**config.mk**
```make
export PLATFORM = sky130hd
export DESIGN_NAME = oe_route_unit
export DESIGN_NICKNAME = d
export VERILOG_FILES = /design/src/rtl/oe_noc_pkg.sv /design/src/rtl/oe_route_sel.sv /design/src/rtl/oe_route_unit.sv
export SDC_FILE = /design/constraint.sdc
export NUM_CORES = 1
export LEC_CHECK = 0
export ABC_AREA = 1
export CORE_MARGIN = 2
export CORE_UTILIZATION = 52
export CTS_CLUSTER_DIAMETER = 120
export CTS_CLUSTER_SIZE = 40
export DETAILED_ROUTE_END_ITERATION = 16
export PLACE_DENSITY_LB_ADDON = 0.1
export SYNTH_ARGS = -nofsm -noshare
export SYNTH_HDL_FRONTEND = slang
export SYNTH_SLANG_ARGS = --single-unit
```
**constraint.sdc**
```tcl
create_clock -name clk -period 6 [get_ports clk]
set_clock_uncertainty 0.1 [all_clocks]
set_input_delay 0.9 -clock clk [delete_from_list [all_inputs] [get_ports clk]]
set_output_delay 0.9 -clock clk [all_outputs]
set_load 0.02 [all_outputs]
```
**src/rtl/oe_noc_pkg.sv**
```systemverilog
// Shared definitions for the odd-even mesh route unit: port indices, VC state
// encoding and the minimal odd-even admissible-output function.
package oe_noc_pkg;

    localparam int P_E     = 0;
    localparam int P_W     = 1;
    localparam int P_N     = 2;
    localparam int P_S     = 3;
    localparam int P_L     = 4;
    localparam int NPORT   = 5;
    localparam int COORD_W = 4;

    localparam logic [NPORT-1:0] X_MASK = 5'b00011;
    localparam logic [NPORT-1:0] Y_MASK = 5'b01100;

    typedef enum logic [1:0] {
        IDLE = 2'd0,
        RC   = 2'd1,
        HOLD = 2'd2
    } vc_state_e;

    function automatic logic [NPORT-1:0] oe_admissible(
        input logic [COORD_W-1:0] cur_x,
        input logic [COORD_W-1:0] cur_y,
        input logic [COORD_W-1:0] dst_x,
        input logic [COORD_W-1:0] dst_y,
        input logic [COORD_W-1:0] src_x
    );
        logic [NPORT-1:0] set_v;
        logic [NPORT-1:0] y_dir;
        set_v = '0;
        y_dir = '0;
        if (dst_y > cur_y) y_dir[P_N] = 1'b1;
        else               y_dir[P_S] = 1'b1;

        if (dst_x == cur_x) begin
            if (dst_y == cur_y) set_v[P_L] = 1'b1;
            else                set_v      = y_dir;
        end else if (dst_x > cur_x) begin
            if (dst_y == cur_y) begin
                set_v[P_E] = 1'b1;
            end else begin
                // Turning north/south out of an even column is only legal at the source column
                if (cur_x[0] || (cur_x == src_x)) set_v = set_v | y_dir;
                if (dst_x[0] || ((dst_x - cur_x) != COORD_W'(1))) set_v[P_E] = 1'b1;
            end
        end else begin
            set_v[P_W] = 1'b1;
            if (!cur_x[0] && (dst_y != cur_y)) set_v = set_v | y_dir;
        end
        return set_v;
    endfunction

endpackage

```
**src/rtl/oe_route_sel.sv**
```systemverilog
// Picks one output from an admissible set: a lone candidate is taken as is,
// an X/Y pair goes to the port with strictly more credits, ties favour X.
module oe_route_sel
    import oe_noc_pkg::*;
#(
    parameter int CW = 3
) (
    input  logic [NPORT-1:0] cand_i,
    input  logic [4*CW-1:0]  credits_i,
    output logic [NPORT-1:0] port_o
);

    logic [CW-1:0] x_cr;
    logic [CW-1:0] y_cr;
    logic          has_x;
    logic          has_y;

    always_comb begin
        x_cr  = cand_i[P_E] ? credits_i[P_E*CW +: CW] : credits_i[P_W*CW +: CW];
        y_cr  = cand_i[P_N] ? credits_i[P_N*CW +: CW] : credits_i[P_S*CW +: CW];
        has_x = cand_i[P_E] | cand_i[P_W];
        has_y = cand_i[P_N] | cand_i[P_S];
        port_o = cand_i;
        if (has_x && has_y) begin
            if (y_cr > x_cr) port_o = cand_i & Y_MASK;
            else             port_o = cand_i & X_MASK;
        end
    end

endmodule

```
**src/rtl/oe_route_unit.sv**
```systemverilog
// Per-VC route computation for one mesh router input port: latch head
// destination, compute an odd-even route for one cycle, then hold it until release.
module oe_route_unit
    import oe_noc_pkg::*;
#(
    parameter  int MESH_X = 4,
    parameter  int MESH_Y = 4,
    parameter  int NVC    = 2,
    parameter  int CW     = 3,
    localparam int XW     = (MESH_X > 1) ? $clog2(MESH_X) : 1,
    localparam int YW     = (MESH_Y > 1) ? $clog2(MESH_Y) : 1,
    localparam int VW     = (NVC > 1) ? $clog2(NVC) : 1
) (
    input  logic                 clk,
    input  logic                 reset_n,
    input  logic [XW-1:0]        cur_x,
    input  logic [YW-1:0]        cur_y,
    input  logic                 hd_valid,
    input  logic [VW-1:0]        hd_vc,
    input  logic [XW-1:0]        hd_dst_x,
    input  logic [YW-1:0]        hd_dst_y,
    input  logic [XW-1:0]        hd_src_x,
    input  logic                 rel_valid,
    input  logic [VW-1:0]        rel_vc,
    input  logic [4*CW-1:0]      credits,
    output logic [NVC-1:0]       route_valid,
    output logic [NPORT*NVC-1:0] route_port,
    output logic                 err_proto,
    output logic                 err_dest
);

    localparam logic [XW:0] MAX_X = (XW+1)'(MESH_X);
    localparam logic [YW:0] MAX_Y = (YW+1)'(MESH_Y);

    logic                      dst_ok;
    logic [NVC-1:0]            proto_err;
    logic [NVC-1:0]            vc_in_rc;
    logic [NVC-1:0][XW-1:0]    vc_dst_x;
    logic [NVC-1:0][YW-1:0]    vc_dst_y;
    logic [NVC-1:0][XW-1:0]    vc_src_x;
    logic [XW-1:0]             rc_dst_x;
    logic [YW-1:0]             rc_dst_y;
    logic [XW-1:0]             rc_src_x;
    logic [NPORT-1:0]          rc_cand;
    logic [NPORT-1:0]          rc_port;
    logic                      err_proto_q;
    logic                      err_dest_q;

    assign dst_ok = ({1'b0, hd_dst_x} < MAX_X) && ({1'b0, hd_dst_y} < MAX_Y);

    // Heads arrive one per cycle and RC lasts one cycle, so at most one VC is in RC
    always_comb begin
        rc_dst_x = '0;
        rc_dst_y = '0;
        rc_src_x = '0;
        for (int v = 0; v < NVC; v++) begin
            if (vc_in_rc[v]) begin
                rc_dst_x = vc_dst_x[v];
                rc_dst_y = vc_dst_y[v];
                rc_src_x = vc_src_x[v];
            end
        end
    end

    assign rc_cand = oe_admissible(COORD_W'(cur_x), COORD_W'(cur_y),
                                   COORD_W'(rc_dst_x), COORD_W'(rc_dst_y),
                                   COORD_W'(rc_src_x));

    oe_route_sel #(.CW(CW)) u_sel (
        .cand_i    (rc_cand),
        .credits_i (credits),
        .port_o    (rc_port)
    );

    for (genvar gi = 0; gi < NVC; gi++) begin : g_vc
        vc_state_e        state_q;
        logic [XW-1:0]    dst_x_q;
        logic [YW-1:0]    dst_y_q;
        logic [XW-1:0]    src_x_q;
        logic [NPORT-1:0] route_q;
        logic             hd_hit;
        logic             rel_hit;
        logic             can_take;
        logic             accept;

        assign hd_hit   = hd_valid && (hd_vc == VW'(gi));
        assign rel_hit  = rel_valid && (rel_vc == VW'(gi));
        // A HOLD VC released this cycle may take a new head without an IDLE bubble
        assign can_take = (state_q == IDLE) || ((state_q == HOLD) && rel_hit);
        assign accept   = hd_hit && dst_ok && can_take;

        assign proto_err[gi] = (hd_hit && !can_take) || (rel_hit && (state_q != HOLD));
        assign vc_in_rc[gi]  = (state_q == RC);
        assign vc_dst_x[gi]  = dst_x_q;
        assign vc_dst_y[gi]  = dst_y_q;
        assign vc_src_x[gi]  = src_x_q;

        assign route_valid[gi]              = (state_q == HOLD);
        assign route_port[gi*NPORT +: NPORT] = route_q;

        always_ff @(posedge clk or negedge reset_n) begin
            if (!reset_n) begin
                state_q <= IDLE;
                dst_x_q <= '0;
                dst_y_q <= '0;
                src_x_q <= '0;
                route_q <= '0;
            end else begin
                if (accept) begin
                    dst_x_q <= hd_dst_x;
                    dst_y_q <= hd_dst_y;
                    src_x_q <= hd_src_x;
                end
                case (state_q)
                    IDLE: if (accept) state_q <= RC;
                    RC: begin
                        state_q <= HOLD;
                        route_q <= rc_port;
                    end
                    HOLD: begin
                        if (rel_hit) begin
                            state_q <= accept ? RC : IDLE;
                            route_q <= '0;
                        end
                    end
                    default: begin
                        state_q <= IDLE;
                        route_q <= '0;
                    end
                endcase
            end
        end
    end

    always_ff @(posedge clk or negedge reset_n) begin
        if (!reset_n) begin
            err_proto_q <= 1'b0;
            err_dest_q  <= 1'b0;
        end else begin
            err_proto_q <= |proto_err;
            err_dest_q  <= hd_valid && !dst_ok;
        end
    end

    assign err_proto = err_proto_q;
    assign err_dest  = err_dest_q;

endmodule

```
==> impl_metrics.toml, run 1 <==
[clock_tree]
cts_tree = "built"
cts_sinks = 27
cts_made_buffers = 3
post_cts_buffers = 0
clk_latency_ns = 0.33
cts_resized = 0
clk_pin_slew_ns = 0.16
clk_path_buf_depth = 2
cts.htree.levels = 1
clock-root-buffer = "clkbuf_4"
hold_buffers = 0

[critical_path]
crit_path_start = "cur_x[0]"
rrSetupSlack_ns = 2.63
r2r_end = "g_vc[0].route_q[0]"
end_kind = "flip-flop"
setup.worst_path.end = "g_vc[0].route_q[0]"
timing.rr.start = "g_vc[1].state_q[0]"
cp_max_fo = 5
critical_path_class = "in -> reg"
critPathRequiredTime_ns = 6.14
critical_path_arrival_ns = 3.68
cp-start-kind = "primary input"
reg2regPathDepth = 25

[detailed_routing]
dr.pass1.iters = 4
via_per_inst = 5.07
ant_nets = 0
wl_per_cell_um = 11.5
drc = 0
drtIter0Drc = 35
wl_um = 3220
vias = 1424

[timing]
timing.final.ws_setup_ns = 2.46
rsz0062_at_grt = "no"
fin_crit_sh_pct = 59.0
slew_viol_final = 0
period_needed_ns = 3.54
max_freq_mhz = 283
setup_violations = 0
fin_tns_setup_ns = 0
final-hold-violation-count = 0

[synthesis]
synth_top_area_share_pct = 42.5
ys_ff_latch = 27
yosys-top-cells-area = "dfrtp_1, nand2_1, o21ai_0"
ys_top_cells_by_count = "nand2_1, dfrtp_1, inv_1, o21ai_0, nand3_1"
synthCells = 204
synth_edf_count = 0
synth_area_leader_cell = "dfrtp_1"
synthArstFlopShare_pct = 100
syn-cell-area_um2 = 1590
avgSynthCellArea_um2 = 7.79
ys_seq_area_share_pct = 42.5
synth_nets = 240
ys_types = 26
ys_warn_count = 0
synthFlopType = "dfrtp_1"
synth_most_common_cell = "nand2_1"

[placed_design]
dp_slack_ns = 2.08
io_buffers = 40
dp_hpwl_um = 2690
gp_routability_congestion = 0.780
placedCellCount = 277

[floorplan]
die_w_um = 59.3
die_y_um = 59.3
fp.coreArea_um2 = 2980
io_pins = 42
rows = 20
dieArea_um2 = 3510
start_util_pct = 53.4

[layout]
drive_above_1_share_pct = 9.27
fin_cells = 281
antenna_cells = 0
syn_to_final_growth_pct = 29.8
nets = 285

[global_route]
grt_pass1_wl_um = 5510
gr-total-overflow = 0
grt_pass1_vias = 1305
grt_max_degree = 28
antenna_found_initial = 0
grt_usage_pct = 20.4

[run_status]
status = "completed"

[hold_path]
hold_path_class = "reg -> reg"

[job]
maxCapViolations = 0

[pwr]
irDropWorstVdd_v = 0.000183
power_leakage_uw = 0.00106
p_per_area_nw_per_um2 = 295
-- worst min-delay path by stage --
stage	from	endpoint	slack, ns	cells past startpoint
floorplan	g_vc[0].dst_x_q[0]	g_vc[0].dst_x_q[0]	0.34	2
global placement	g_vc[0].route_q[3]	g_vc[0].route_q[3]	0.37	2
detailed placement	g_vc[0].route_q[0]	g_vc[0].route_q[0]	0.37	2
CTS	g_vc[0].route_q[0]	g_vc[0].route_q[0]	0.40	2
global route	g_vc[1].route_q[3]	g_vc[1].route_q[3]	0.43	2
finish	g_vc[0].route_q[0]	g_vc[0].route_q[0]	0.40	2
-- cell type report --
class / count / area (um2)
tap: 33 / 41.3
sequential: 27 / 676
clock inverter: 1 / 8.76
clock buffer: 3 / 22.5
multi-input combinational: 148 / 801
inverter: 28 / 105
timing repair buffer: 41 / 408
fill: 267 / 916
-- where the power goes --
| part | total (uW) | internal, uW | switching [uW] |
|---|---|---|---|
| clock network | 84.9 | 27.2 | 57.7 |
| logic | 262 | 113 | 149 |
| registers | 260 | 229 | 31.8 |
-- per-stage QoR --
stage | total power, uW | hold slack, ns | cell area [um2] | utilization [%]
after CTS | 613 | 0.402 | 2060 | 69.2
after global placement | 522 | 0.365 | 2030 | 68.2
after global routing | 658 | 0.432 | 2060 | 69.2
final | 608 | 0.400 | 2060 | 69.2
after detailed placement | 528 | 0.365 | 2030 | 68.2
after floorplan | 424 | 0.343 | 1590 | -
-- flip-flops by register name, summed over array words and instances (netlist names) --
signal and flops:
g_vc.state_q 4, err_proto 1, g_vc.route_q 10, g_vc.dst_x_q 4, g_vc.dst_y_q 4, g_vc.src_x_q 4
-- critical path, cell delays in order --
cell and delay [ns]:
clkdlybuf4s50_1 0.51, ha_1 0.15, inv_1 0.04, fa_1 0.38, inv_1 0.10, nand2_1 0.08, inv_1 0.09, nand2_1 0.07
nand2_1 0.09, nor2_1 0.07, nand2_4 0.09, inv_2 0.06, nand2_1 0.05, nand2_1 0.05, ha_1 0.31, nand2_1 0.07
o211ai_1 0.15, nand2_1 0.10, inv_1 0.07, nand3_2 0.10, nand3_1 0.10, nand2_1 0.05
-- layout by cell type, fill, tap and decap left out --
cell type / count
nand2_2: 1
ha_1: 7
a21oi_1: 4
o21ai_2: 1
o211ai_1: 1
mux2i_1: 2
inv_2: 4
nand3_2: 5
o21ai_0: 18
or2_1: 1
nand3_1: 14
nor2_4: 1
nand2_4: 3
nor3_1: 1
buf_4: 1
o2111ai_1: 1
nand2_1: 72
inv_1: 24
dfrtp_1: 27
a21oi_2: 1
nor2_1: 10
o21ai_1: 1
nor2_8: 1
inv_6: 1
clkdlybuf4s50_1: 40
conb_1: 1
fa_1: 1
nor3_2: 1
clkbuf_4: 3
-- metal layers --
layer,vias to the layer above,share of wire [%],track usage [%],wire length [um]
met2,25,50,35.5,1610
li1,737,-,-,-
met3,6,2.4,1.97,76
met1,656,47,26.9,1500
met5,-,0,0,0
met4,0,1.1,5.52,34
-- cells by family (layout without fill, tap and decap cells) --
kind of cell / Yosys count / after routing / synth area share [%]
fa+ha+maj: 8 / 8 / 6.77
other cells: 1 / 1 / 0.236
simple gates: 110 / 110 / 32.8
compound gates: 27 / 27 / 9.37
buf+inv: 29 / 73 / 7.09
flops: 27 / 27 / 42.5
mux: 2 / 2 / 1.26
Note: power is estimated with default switching activity, not from simulation.
==> inputs of run 2 (changes only) <==
Settings changed: CORE_UTILIZATION 52 to 43.
Clock period 6 ns to 3 ns, I/O delays scaled along.
==> run 2 against run 1 <==
Against the previous run:
- combinational power rose to 3.0 times the previous value
- highest routed layer unchanged
- sequential cell count unchanged
- setup slack worse by 2.6 ns
- utilization grew 2.0 points
- the flow now finishes with violations (negative setup slack)
- wire length is 25% higher
- critical path type is now reg -> reg
- largest cell class unchanged
- non-clock buffer count increased by 33
- via count is 7.9% higher
- sequential power rose by 98%
==> impl_metrics.toml, run 2 (synthesis results as in run 1) <==
[run_status]
status = "finished with violations"
violations = "negative setup slack"

[timing]
fin_crit_sh_pct = 105
max_freq_mhz = 318
period_needed_ns = 3.15
final-hold-violation-count = 0
timing.final.ws_setup_ns = -0.148
slew_viol_final = 0
rsz0062_at_grt = "yes"
setup_violations = 8

[placed_design]
io_buffers = 40
gp_routability_congestion = 0.786
dp_hpwl_um = 2870

[layout]
finish.utilization_pct = 71.2
layout_common_cells = "nand2_1, clkdlybuf4s50_1, buf_4"
syn_to_final_growth_pct = 61.6
drive_above_1_share_pct = 33.8
largest_reg_flops = 10
max_flop_register = "g_vc.route_q"
nets = 318
antenna_cells = 0
final_common_cell = "nand2_1"

[critical_path]
critPathRequiredTime_ns = 3.07
cp-start-kind = "flip-flop"
end_kind = "flip-flop"
critical_path_class = "reg -> reg"
max_stage_delay_ns = 0.47
cp_max_fo = 4
critPathSlowestCell = "dfrtp_2"
critical_path_arrival_ns = 3.22
crit_chain = "inv_2, nand2_4, nand2_4, nand2_4, ha_4, inv_2, fa_2, inv_2, buf_4, nor3_4, buf_6, nand2_4, nand2_4, inv_4, nand2_2, nand2_2, ha_4, nand2_1, o211ai_1, nand2_2, inv_2, nand3_4, nand3_2, nand2_1"
path_common_cell = "nand2_4"

[clock_tree]
clk_path_buf_depth = 2
cts.htree.levels = 1
cts_made_buffers = 3
clk_pin_slew_ns = 0.09
clk_latency_ns = 0.27
clock-root-buffer = "clkbuf_8"
cts_tree = "built"
hold_buffers = 0
cts_sinks = 27

[global_route]
antenna_found_initial = 0
grt_max_degree = 28
grt_pass1_wl_um = 6540
gr-total-overflow = 0
grt_pass1_vias = 1423
grt_usage_pct = 20.2

[pwr]
p_per_area_nw_per_um2 = 583
total_power_uw = 1500
power_leakage_uw = 0.00124
irDropWorstVdd_v = 0.000343

[floorplan]
fp.coreArea_um2 = 3610
die_w_um = 64.8
dieArea_um2 = 4200
start_util_pct = 44.1
die_y_um = 64.8
rows = 22
io_pins = 42

[detailed_routing]
wl_per_cell_um = 12.3
vias = 1536
via_per_inst = 4.67
ant_nets = 0
drtIter0Drc = 72
drc = 0
dr.pass1.iters = 4
wl_um = 4030

[hold_path]
hold_path_class = "reg -> reg"

[job]
maxCapViolations = 0
[run 2: cell count changes in the layout (fill, tap and decap cells not counted), moves of 9 or more]
cell and delta:
nand2_1 -14, nand3_2 +9, nand2_2 +10, buf_4 +30, nand3_1 -11
[run 2: per-stage QoR]
| stage | worst slack [ns] | setup TNS [ns] | instances | area (um2) | hold slack [ns] |
|---|---|---|---|---|---|
| after floorplan | 0.0264 | 0 | 204 | 1590 | 0.0544 |
| after CTS | -0.0997 | -0.626 | 325 | 2480 | 0.392 |
| after global routing | -0.330 | -2.47 | 329 | 2570 | 0.408 |
| after global placement | -0.259 | -1.65 | 318 | 2250 | 0.364 |
| final | -0.148 | -0.977 | 329 | 2570 | 0.388 |
| after detailed placement | -0.300 | -2.03 | 318 | 2250 | 0.369 |
[run 2: timing repair]
action / 4_1_cts / 5_1_grt
buffers inserted: 3 / 4
pin swaps: 13 / 15
endpoints found under the setup margin: 8 / 8
resized for setup: 35 / 14
[run 2: power by group]
part	leakage [uW]	internal, uW	total (uW)	switching, uW
registers	0.000347	459	515	55.7
clock network	0.0000228	95.2	207	112
logic	0.000869	368	776	408
total	0.00124	922	1500	576
[run 2: cell type report]
cell class,instances,area (um2)
Fill cell,270,1040
Multi-Input combinational cell,148,1010
Sequential cell,27,677
Timing Repair Buffer,74,667
Inverter,28,108
Tap cell,48,60.1
Clock buffer,4,45.0
[run 2: final timing paths]
| path | startpoint | to | slack [ns] | depth (start not counted) |
|---|---|---|---|---|
| worst max-delay path | g_vc[1].state_q[1] | g_vc[0].route_q[1] | -0.15 | 24 |
| worst min-delay path | g_vc[1].route_q[0] | g_vc[1].route_q[0] | 0.39 | 2 |
| worst max register to register | g_vc[1].state_q[1] | g_vc[0].route_q[1] | -0.15 | 24 |
| worst min register to register | g_vc[1].route_q[0] | g_vc[1].route_q[0] | 0.39 | 2 |
| max in group asynchronous | reset_n | g_vc[1].state_q[1] | 2.09 | 2 |
| min in group asynchronous | reset_n | err_proto | 0.44 | 2 |
[run 2: worst max-delay path, delay by kind of cell, from the launching register on]
kind            cells  cell delay (ns)
compound gates      1             0.18
fa+ha+maj           3             0.63
buf+inv             7             0.57
flops               1             0.47
simple gates       13             1.06
[run 2: routing by layer]
metal	GRT usage (%)	wire, um
met5	0	0
met4	4.26	40
met3	4.86	172
met2	32.5	2040
met1	27.6	1780
==> inputs of run 3 (changes only) <==
Settings changed: ABC_AREA 1 to not set, CORE_UTILIZATION 43 to 44, CTS_BUF_LIST set to sky130_fd_sc_hd__clkbuf_8.
==> run 3 against run 2 <==
Against the previous run:
- critical endpoint is now g_vc[0].route_q[3]
- clock power is 5% higher
- the flow still finishes with violations (negative setup slack)
- area after synthesis is 5.2% lower
- global-route usage is 0.27 points lower
- register-to-register slack worse by 0.44 ns
- setup slack worse by 0.44 ns
- non-clock buffer count is 6 lower
- die area is 6.9% lower
- combinational power is 6.2% lower
==> impl_metrics.toml, run 3 <==
[job]
maxCapViolations = 0

[synthesis]
synth_top_area_share_pct = 44.9
synth_nets = 167
ys_ff_latch = 27
synth_edf_count = 0
ys_warn_count = 0
ys_seq_area_share_pct = 44.9
synthFlopType = "dfrtp_1"
synthCells = 131
ys_types = 38
synthArstFlopShare_pct = 100
synth_area_leader_cell = "dfrtp_1"
syn-cell-area_um2 = 1510
synth_most_common_cell = "dfrtp_1"
yosys-top-cells-area = "dfrtp_1, mux2_2, ha_1"
ys_top_cells_by_count = "dfrtp_1, mux2_2, nand2_1, ha_1, inv_1"
avgSynthCellArea_um2 = 11.5

[timing]
timing.final.ws_setup_ns = -0.591
slew_viol_final = 0
final-hold-violation-count = 0
fin_tns_setup_ns = -4.36
setup_violations = 8
rsz0062_at_grt = "yes"
slew_headroom_pct = 46.2
max_freq_mhz = 278
fin_crit_sh_pct = 120
period_needed_ns = 3.59
tightest_slew_ns = 0.804

[layout]
multi_input_area_um2 = 936
fin_cells = 245
largest_reg_flops = 10
stdcell_area_um2 = 2350
drive_above_1_share_pct = 37.7
nets = 236
antenna_cells = 0
max_flop_register = "g_vc.route_q"
syn_to_final_growth_pct = 56.3
fillers = 246
regArea_um2 = 678
layout_common_cells = "clkdlybuf4s50_1, buf_4, dfrtp_1"
final_common_cell = "clkdlybuf4s50_1"

[placed_design]
placed_area_um2 = 2180
dp_hpwl_um = 2880
gp_routability_congestion = 0.837
io_buffers = 40
dp_slack_ns = -0.775
placedCellCount = 236

[detailed_routing]
drtIter0Drc = 48
wl_um = 3840
vias = 1295
wl_per_cell_um = 15.7
dr.pass1.iters = 4
drc = 0
via_per_inst = 5.29
ant_nets = 0

[critical_path]
cp_max_fo = 4
critical_path_class = "reg -> reg"
crit_chain = "nor2b_4, buf_4, a22o_1, ha_1, and2_1, buf_4, nor3_4, a31oi_4, nand2_4, mux2i_4, ha_4, nor2b_4, o21a_1, o21ai_2, a221oi_4, a32o_1"
critPathSlowestCell = "dfrtp_2"
critPathRequiredTime_ns = 3.07
critical_path_arrival_ns = 3.66
timing.rr.start = "g_vc[1].state_q[0]"
rrSetupSlack_ns = -0.59
crit_buf_inv = 2
reg2regPathDepth = 16
cp-start-kind = "flip-flop"
path_delay_family = "compound AO/OA/AOI/OAI gates"
r2r_end = "g_vc[0].route_q[3]"
end_kind = "flip-flop"
max_stage_delay_ns = 0.42

[pwr]
irDropWorstVdd_v = 0.000370
power_leakage_uw = 0.00103
p_per_area_nw_per_um2 = 624

[clock_tree]
clk_pin_slew_ns = 0.10
cts_tree = "built"
clk_latency_ns = 0.27
hold_buffers = 0
cts_made_buffers = 3
cts_sinks = 27
cts.htree.levels = 1
clock-root-buffer = "clkbuf_8"
clk_path_buf_depth = 2

[floorplan]
die_w_um = 62.5
rows = 21
start_util_pct = 45.5
io_pins = 42
fp.coreArea_um2 = 3310
dieArea_um2 = 3910
die_y_um = 62.5

[hold_path]
min_from = "g_vc[0].route_q[1]"
holdPathStages = 2
hold_path_class = "reg -> reg"
hold_end = "g_vc[0].route_q[1]"

[global_route]
grt_pass1_vias = 1358
grt_max_degree = 19
gr-total-overflow = 0
grt_pass1_wl_um = 6240
antenna_found_initial = 0
grt_usage_pct = 19.9

[run_status]
status = "finished with violations"
violations = "negative setup slack"
[run 3: per-layer routing]
metal | wire (um) | share of wire [%] | global-route usage, % | up-vias
li1 | - | - | - | 618
met1 | 1620 | 42 | 24.8 | 644
met2 | 2070 | 54 | 35.8 | 29
met3 | 117 | 3.0 | 3.42 | 4
met4 | 25 | 0.65 | 5.00 | 0
met5 | 0 | 0 | 0 | -
[run 3: cells by family after synthesis]
group / after synthesis / share of synthesized area (%)
buffers and inverters: 10 / 3.24
multiplexers: 20 / 14.5
other: 1 / 0.249
AND/OR/NAND/NOR: 32 / 12.0
AO/OA/AOI/OAI: 33 / 17.9
flip-flops: 27 / 44.9
adder cells (fa/ha/maj): 8 / 7.14
[run 3: final cells by class]
type | instances | share of cell area, %
flip-flops and latches | 27 | 28.8
repair buffers | 68 | 25.9
multi-input cells | 94 | 39.7
clock buffers | 3 | 1.75
clock inverters | 1 | 0.372
inverters | 6 | 0.956
well taps | 46 | 2.44
[run 3: worst reg2reg max path: cells and delay by family (launching register included)]
family                   cells  cell delay, ns
multiplexers                 1            0.25
adder cells (fa/ha/maj)      2            0.52
AND/OR/NAND/NOR              5            0.78
AO/OA/AOI/OAI                6            1.13
flip-flops                   1            0.42
buffers and inverters        2            0.30
[run 3: worst max path at each step]
stage | startpoint | end | slack (ns) | depth (start not counted)
2_1_floorplan | g_vc[1].state_q[1] | g_vc[0].route_q[3] | -0.50 | 15
3_3_place_gp | cur_x[0] | g_vc[0].route_q[3] | -0.68 | 13
3_5_place_dp | cur_x[0] | g_vc[1].route_q[3] | -0.77 | 13
4_1_cts | g_vc[1].state_q[1] | g_vc[1].route_q[0] | -0.56 | 15
5_1_grt | g_vc[1].state_q[1] | g_vc[1].route_q[3] | -0.75 | 17
6_report | g_vc[1].state_q[0] | g_vc[0].route_q[3] | -0.59 | 16
[run 3: report_power, final]
| group | internal [uW] | total, uW | switching, uW | leakage [uW] |
|---|---|---|---|---|
| clock | 97.5 | 217 | 119 | 0.0000261 |
| sequential | 463 | 525 | 62.3 | 0.000338 |
| combinational | 393 | 728 | 335 | 0.000664 |
[run 3: stage by stage]
step                hold slack, ns  utilization [%]  power, uW
finish                       0.384             71.1       1470
global route                 0.433             71.1       1570
CTS                          0.396             69.5       1440
detailed placement           0.372             65.9       1170
global placement             0.365             65.9       1140
floorplan                   0.0544                -        883
[run 3: repair_timing]
item                                    in CTS  in global routing
endpoints found under the setup margin       8                  8
pin swaps                                   12                 12
setup buffers                                3                  2
gates resized for setup                      9                  7
